**src/rtl/spi_pkg.sv**
```systemverilog
// -----------------------------------------------------------------------------
// spi_pkg
//   Shared definitions for the SPI master-side blocks.
//
//   Contents:
//     CSON / CSOFF        chip-select levels (active low)
//     state_t             frame-sequencer state encoding
//     IDLE/SETUP/SHIFT/HOLD  sequencer states
//     DEFAULT_FRAME_BITS  sclk periods per transaction (8 addr/RW + 8 data)
//     clog2_min1()        $clog2 that never returns 0, for counter widths
// -----------------------------------------------------------------------------
package spi_pkg;

  localparam logic CSON  = 1'b0;
  localparam logic CSOFF = 1'b1;

  typedef logic [1:0] state_t;

  localparam state_t IDLE  = 2'd0;
  localparam state_t SETUP = 2'd1;
  localparam state_t SHIFT = 2'd2;
  localparam state_t HOLD  = 2'd3;

  localparam int DEFAULT_FRAME_BITS = 16;

  // A counter that must hold values 0..n-1 needs at least one bit even
  // when n is 1, so clamp the width to 1.
  function automatic int clog2_min1(input int n);
    return (n > 1) ? $clog2(n) : 1;
  endfunction

endpackage

```
**src/rtl/sclk_divider.sv**
```systemverilog
// -----------------------------------------------------------------------------
// sclk_divider
//   Half-period counter that produces the SPI serial clock (CPOL=0) while
//   enabled. sclk stays low for DIV enabled cycles, then high for DIV cycles,
//   and so on. Disabling (or reset) clears the counter, forces sclk low and
//   drops both strobes, so the first half-period after enable is always a
//   full low phase.
//
//   Parameters:
//     DIV           sclk half-period in clk cycles (>= 1)
//
//   Ports:
//     clk           system clock, rising edge
//     reset         synchronous, active-high reset
//     en            run the divider; low clears it
//     sclk          registered serial clock
//     sclk_posedge  registered strobe, high in the first cycle sclk reads 1
//     sclk_negedge  registered strobe, high in the first cycle sclk reads 0
//                   after a high phase
//     fall_next     combinational look-ahead: the coming clk edge will take
//                   sclk from 1 to 0 (lets the sequencer react on the same
//                   edge as the falling edge itself)
// -----------------------------------------------------------------------------
module sclk_divider
  import spi_pkg::*;
#(
  parameter int DIV = 4
) (
  input  logic clk,
  input  logic reset,
  input  logic en,
  output logic sclk,
  output logic sclk_posedge,
  output logic sclk_negedge,
  output logic fall_next
);

  localparam int CW = clog2_min1(DIV);

  logic [CW-1:0] cnt_reg;
  logic          wrap;

  // With DIV=1 the counter is pinned at 0, so wrap is high every cycle and
  // sclk toggles on every enabled edge.
  assign wrap      = (cnt_reg == CW'(DIV - 1));
  assign fall_next = en && wrap && sclk;

  always_ff @(posedge clk) begin
    if (reset || !en) begin
      cnt_reg      <= '0;
      sclk         <= 1'b0;
      sclk_posedge <= 1'b0;
      sclk_negedge <= 1'b0;
    end else begin
      sclk_posedge <= 1'b0;
      sclk_negedge <= 1'b0;
      if (wrap) begin
        cnt_reg      <= '0;
        sclk         <= ~sclk;
        // Strobes are registered alongside the toggle, so each one is high
        // exactly in the cycle sclk first shows its new level.
        sclk_posedge <= ~sclk;
        sclk_negedge <= sclk;
      end else begin
        cnt_reg <= cnt_reg + 1'b1;
      end
    end
  end

endmodule

```
**src/rtl/spi_sclk_gen.sv**
```systemverilog
// -----------------------------------------------------------------------------
// spi_sclk_gen
//   Master-side serial-clock and chip-select generator. A one-cycle start in
//   IDLE frames one transaction: cs goes low, FRAME_BITS sclk periods are
//   emitted, cs is released and done pulses. The sclk strobes feed the master
//   transaction FSM and shift registers.
//
//   Parameters:
//     DIV         sclk half-period in clk cycles (>= 1)
//     FRAME_BITS  sclk periods per transaction (>= 1)
//     CS_SETUP    cycles of cs low before the first sclk low phase (>= 1)
//     CS_HOLD     cycles of cs low after the last sclk fall (>= 1)
//
//   Ports:
//     clk           system clock, rising edge
//     reset         synchronous, active-high reset
//     start         transaction request, honoured only in IDLE
//     cs            chip select, active low
//     sclk          serial clock, idles low
//     sclk_posedge  one-cycle strobe on each sclk rise
//     sclk_negedge  one-cycle strobe on each sclk fall
//     bit_index     bit currently framed, 0 at frame start
//     busy          high for every cycle cs is low
//     done          one-cycle pulse in the first cycle cs is high again
//
//   Timeline (edge 0 samples start):
//     SETUP is entered at edge 0 but cs only drops at edge 1, because every
//     output is registered from the current state. SETUP therefore lasts
//     CS_SETUP+1 cycles, giving CS_SETUP cycles of cs low before the
//     divider's first low phase. The SHIFT->HOLD transition happens on the
//     same edge as the last sclk fall (via the divider look-ahead), and HOLD
//     counts CS_HOLD cycles before cs is released.
// -----------------------------------------------------------------------------
module spi_sclk_gen
  import spi_pkg::*;
#(
  parameter int DIV        = 4,
  parameter int FRAME_BITS = DEFAULT_FRAME_BITS,
  parameter int CS_SETUP   = 2,
  parameter int CS_HOLD    = 2,
  localparam int BIT_W     = clog2_min1(FRAME_BITS)
) (
  input  logic             clk,
  input  logic             reset,
  input  logic             start,
  output logic             cs,
  output logic             sclk,
  output logic             sclk_posedge,
  output logic             sclk_negedge,
  output logic [BIT_W-1:0] bit_index,
  output logic             busy,
  output logic             done
);

  localparam int PHASE_MAX = (CS_SETUP > CS_HOLD) ? CS_SETUP : CS_HOLD;
  localparam int PW        = clog2_min1(PHASE_MAX + 1);

  state_t          state_reg;
  logic [PW-1:0]   phase_reg;
  logic            shift_en;
  logic            fall_next;

  assign shift_en = (state_reg == SHIFT);

  sclk_divider #(
    .DIV (DIV)
  ) u_sclk_divider (
    .clk          (clk),
    .reset        (reset),
    .en           (shift_en),
    .sclk         (sclk),
    .sclk_posedge (sclk_posedge),
    .sclk_negedge (sclk_negedge),
    .fall_next    (fall_next)
  );

  always_ff @(posedge clk) begin
    if (reset) begin
      state_reg <= IDLE;
      phase_reg <= '0;
      cs        <= CSOFF;
      busy      <= 1'b0;
      done      <= 1'b0;
      bit_index <= '0;
    end else begin
      done <= 1'b0;
      case (state_reg)
        IDLE: begin
          cs        <= CSOFF;
          busy      <= 1'b0;
          bit_index <= '0;
          phase_reg <= '0;
          if (start) begin
            state_reg <= SETUP;
          end
        end

        SETUP: begin
          cs   <= CSON;
          busy <= 1'b1;
          if (phase_reg == PW'(CS_SETUP)) begin
            state_reg <= SHIFT;
            phase_reg <= '0;
          end else begin
            phase_reg <= phase_reg + 1'b1;
          end
        end

        SHIFT: begin
          cs   <= CSON;
          busy <= 1'b1;
          if (fall_next) begin
            // The last fall ends the frame; bit_index parks on the final
            // bit until the frame is released.
            if (bit_index == BIT_W'(FRAME_BITS - 1)) begin
              state_reg <= HOLD;
              phase_reg <= '0;
            end else begin
              bit_index <= bit_index + 1'b1;
            end
          end
        end

        HOLD: begin
          if (phase_reg == PW'(CS_HOLD - 1)) begin
            state_reg <= IDLE;
            phase_reg <= '0;
            cs        <= CSOFF;
            busy      <= 1'b0;
            done      <= 1'b1;
            bit_index <= '0;
          end else begin
            phase_reg <= phase_reg + 1'b1;
          end
        end

        default: begin
          state_reg <= IDLE;
          phase_reg <= '0;
          cs        <= CSOFF;
          busy      <= 1'b0;
          bit_index <= '0;
        end
      endcase
    end
  end

endmodule

```
**config.mk**
```make
export PLATFORM = sky130hd
export DESIGN_NAME = spi_sclk_gen
export DESIGN_NICKNAME = d
export VERILOG_FILES = /design/src/rtl/spi_pkg.sv /design/src/rtl/sclk_divider.sv /design/src/rtl/spi_sclk_gen.sv
export SDC_FILE = /design/constraint.sdc
export NUM_CORES = 1
export LEC_CHECK = 0
export ABC_AREA = 1
export CORE_MARGIN = 1
export CORE_UTILIZATION = 45
export DETAILED_ROUTE_END_ITERATION = 6
export PLACE_DENSITY = 0.69
export SKIP_CTS_REPAIR_TIMING = 1
export SLEW_MARGIN = 20
export SYNTH_ARGS = -nofsm -noshare
export SYNTH_HDL_FRONTEND = slang
export SYNTH_SLANG_ARGS = --single-unit
```
**constraint.sdc**
```tcl
create_clock -name clk -period 4.2 [get_ports clk]
set_input_delay 0.42 -clock clk [delete_from_list [all_inputs] [get_ports clk]]
set_output_delay 0.42 -clock clk [all_outputs]
set_load 0.05 [all_outputs]
```
==> run metrics <==
Slew HR 0.6669; register bit count reported by yosys 16; cell family with most CP delay buffers and inverters; WL/cell 10.38 µm; VDD IR max 420.1 µV; GRT Total Usage 0.1832; Root Driver clkbuf_4; antenna violations before repair 0; Final WS setup ~2.2 ns; Core Rows 14; ratio of cells with drive above 1 in the final layout 0.09449; clk_skew 0.007554 ns; Die Height 44.32 µm; count of cell types in the netlist 18; crit path from bit_index[2]; largest net degree at the start of global routing 10; Power Density approximately 630 nW/µm²; CTS buffer count 3; slowest cell delay on critical path 0.83 ns; critical path buffer and inverter count 1; Final Setup Violations 0; Post-Syn Area 805.8 µm²; antenna-violating nets left 0; # DRC 0; Die W 44.32 µm; Power Total 0.6222 mW; RSZ-0062 raised after global routing no; Mapped Cells 111; CP Cell Sequence clkdlybuf4s50_1; total I/O pin count 13; global-route wire length before repair 2594 µm; Bufs on Longest Clock Path 2; Starting Density 0.5055; status finished clean; max reg flops 4; initial DRC count 30; total of max-cap violations 0; largest cells by area after synthesis dfxtp_1 (40%), nand2_1 (11%), ha_1 (11%); Hold Startpoint u_sclk_divider.cnt_reg[0]; crit path time final 1.971 ns; final worst-path cycle share 0.4692; Detailed Routing Iterations Pass 1 4; fmax approximately 0.51 GHz; CTS tree yes; gr ovfl total 0; register clock-pin slew on the reported worst setup and hold paths ~0.1 ns; # diodes 0; dpl hpwl approximately 1200 µm; vias per cell 4.914; Avg Cell Area, Syn 7.259 µm²; Final Hold Viols 0; share of the synthesized area in the top cell type 0.3975; fillcell total 144; Worst Tran Pin Value 0.4981 ns; Synth area leader dfxtp_1; Crit Path Category flip-flop to output pin; H-Tree Level Count 1; Place WS 2.559 ns; CP max FO 6; placed insts between 100 and 150; number of global-route vias before repair 612; sequential share of the synthesized area 0.3975; CP Capture Type output pin; critical path arrival 1.55 ns; net count after synthesis 121; RR Startpoint state_reg[0]; full die area 1964 µm²; final non-filler cell total between 150 and 200; vias 742; setup TNS 0 ns; fin nets 138; Area Overhead vs Synth 23.14%; worst-skew pair later-pin latency about 0.29 ns; max-slew violations 0; Core Util, Final 0.6224; Worst EP required around 3.8 ns; Port Buf Inserts 12; GP Congestion roughly 0.85; CTS Sinks 16; Post-Route WL ~1600 µm; area of the core 1594 µm²; Warnings, synthesis 0; Top reg by flops bit_index; Pleak about 0.46 nW; worst hold path class flip-flop to flip-flop; Crit-path slowest cell clkdlybuf4s50_1; Worst setup SP type flip-flop
layout by cell type, fill, tap and decap left out:
master,count
clkbuf_8,1
nor2_1,16
o21ai_0,6
nand4_1,2
nor3b_1,1
clkdlybuf4s50_1,12
o21a_1,1
nand2_1,24
nor3_1,2
nand2_2,3
a21oi_1,6
nand3_1,7
inv_2,2
nor2_4,1
or2_0,1
clkbuf_4,3
dfxtp_1,16
nand3_2,1
inv_1,14
ha_1,7
a21oi_2,1
synth_stat cells:
master / instances
nand2_1: 24
dfxtp_1: 16
nor2_1: 16
inv_1: 14
ha_1: 7
nand3_1: 7
a21oi_1: 6
o21ai_0: 6
nand2_2: 3
inv_2: 2
nand4_1: 2
nor3_1: 2
a21oi_2: 1
nand3_2: 1
nor2_4: 1
nor3b_1: 1
o21a_1: 1
or2_0: 1
logic make-up after synthesis:
kind of cell	share of synthesized area
and+or+nand+nor	0.3245
adders and majority gates	0.1087
AOI/OAI and AO/OA	0.09473
DFF	0.3975
buffers and inverters	0.07454
where the power goes:
| part | internal (mW) | total (mW) | switching [mW] |
|---|---|---|---|
| clock network | 0.0528 | 0.102 | 0.0492 |
| registers | 0.188 | 0.219 | 0.0314 |
| logic | 0.103 | 0.301 | 0.198 |
final cells by class:
class / count / area, µm² / share of cell area
Tap cell: 24 / 30.03 / 0.03026
Timing Repair Buffer: 12 / 120.1 / 0.1211
Sequential cell: 16 / 320.3 / 0.3228
Inverter: 16 / 60.06 / 0.06053
Multi-Input combinational cell: 79 / 425.4 / 0.4288
Clock buffer: 4 / 36.28 / 0.03657
final timing paths:
check                         endpoint  slack [ns]  cells after the start
min          u_sclk_divider.cnt_reg[0]        0.43                      1
min reg2reg  u_sclk_divider.cnt_reg[0]        0.43                      1
max reg2reg               bit_index[2]        2.66                      8
max                       bit_index[2]        2.23                      1
metrics by stage:
step,hold slack [ns],area [µm²]
floorplan,0.4020,805.8
global route,0.4654,992.2
CTS,0.4349,992.2
finish,0.4338,992.2
global placement,0.4200,955.9
detailed placement,0.4213,955.9
routing by layer:
layer  track usage  share of wire  vias up
li1              -              -      382
met1        0.2335           0.48      325
met2        0.2853           0.45       33
met3       0.06122          0.064        2
met4       0.07273          0.011        0
met5             0              0        -
Power figures use the tool's default switching activity.
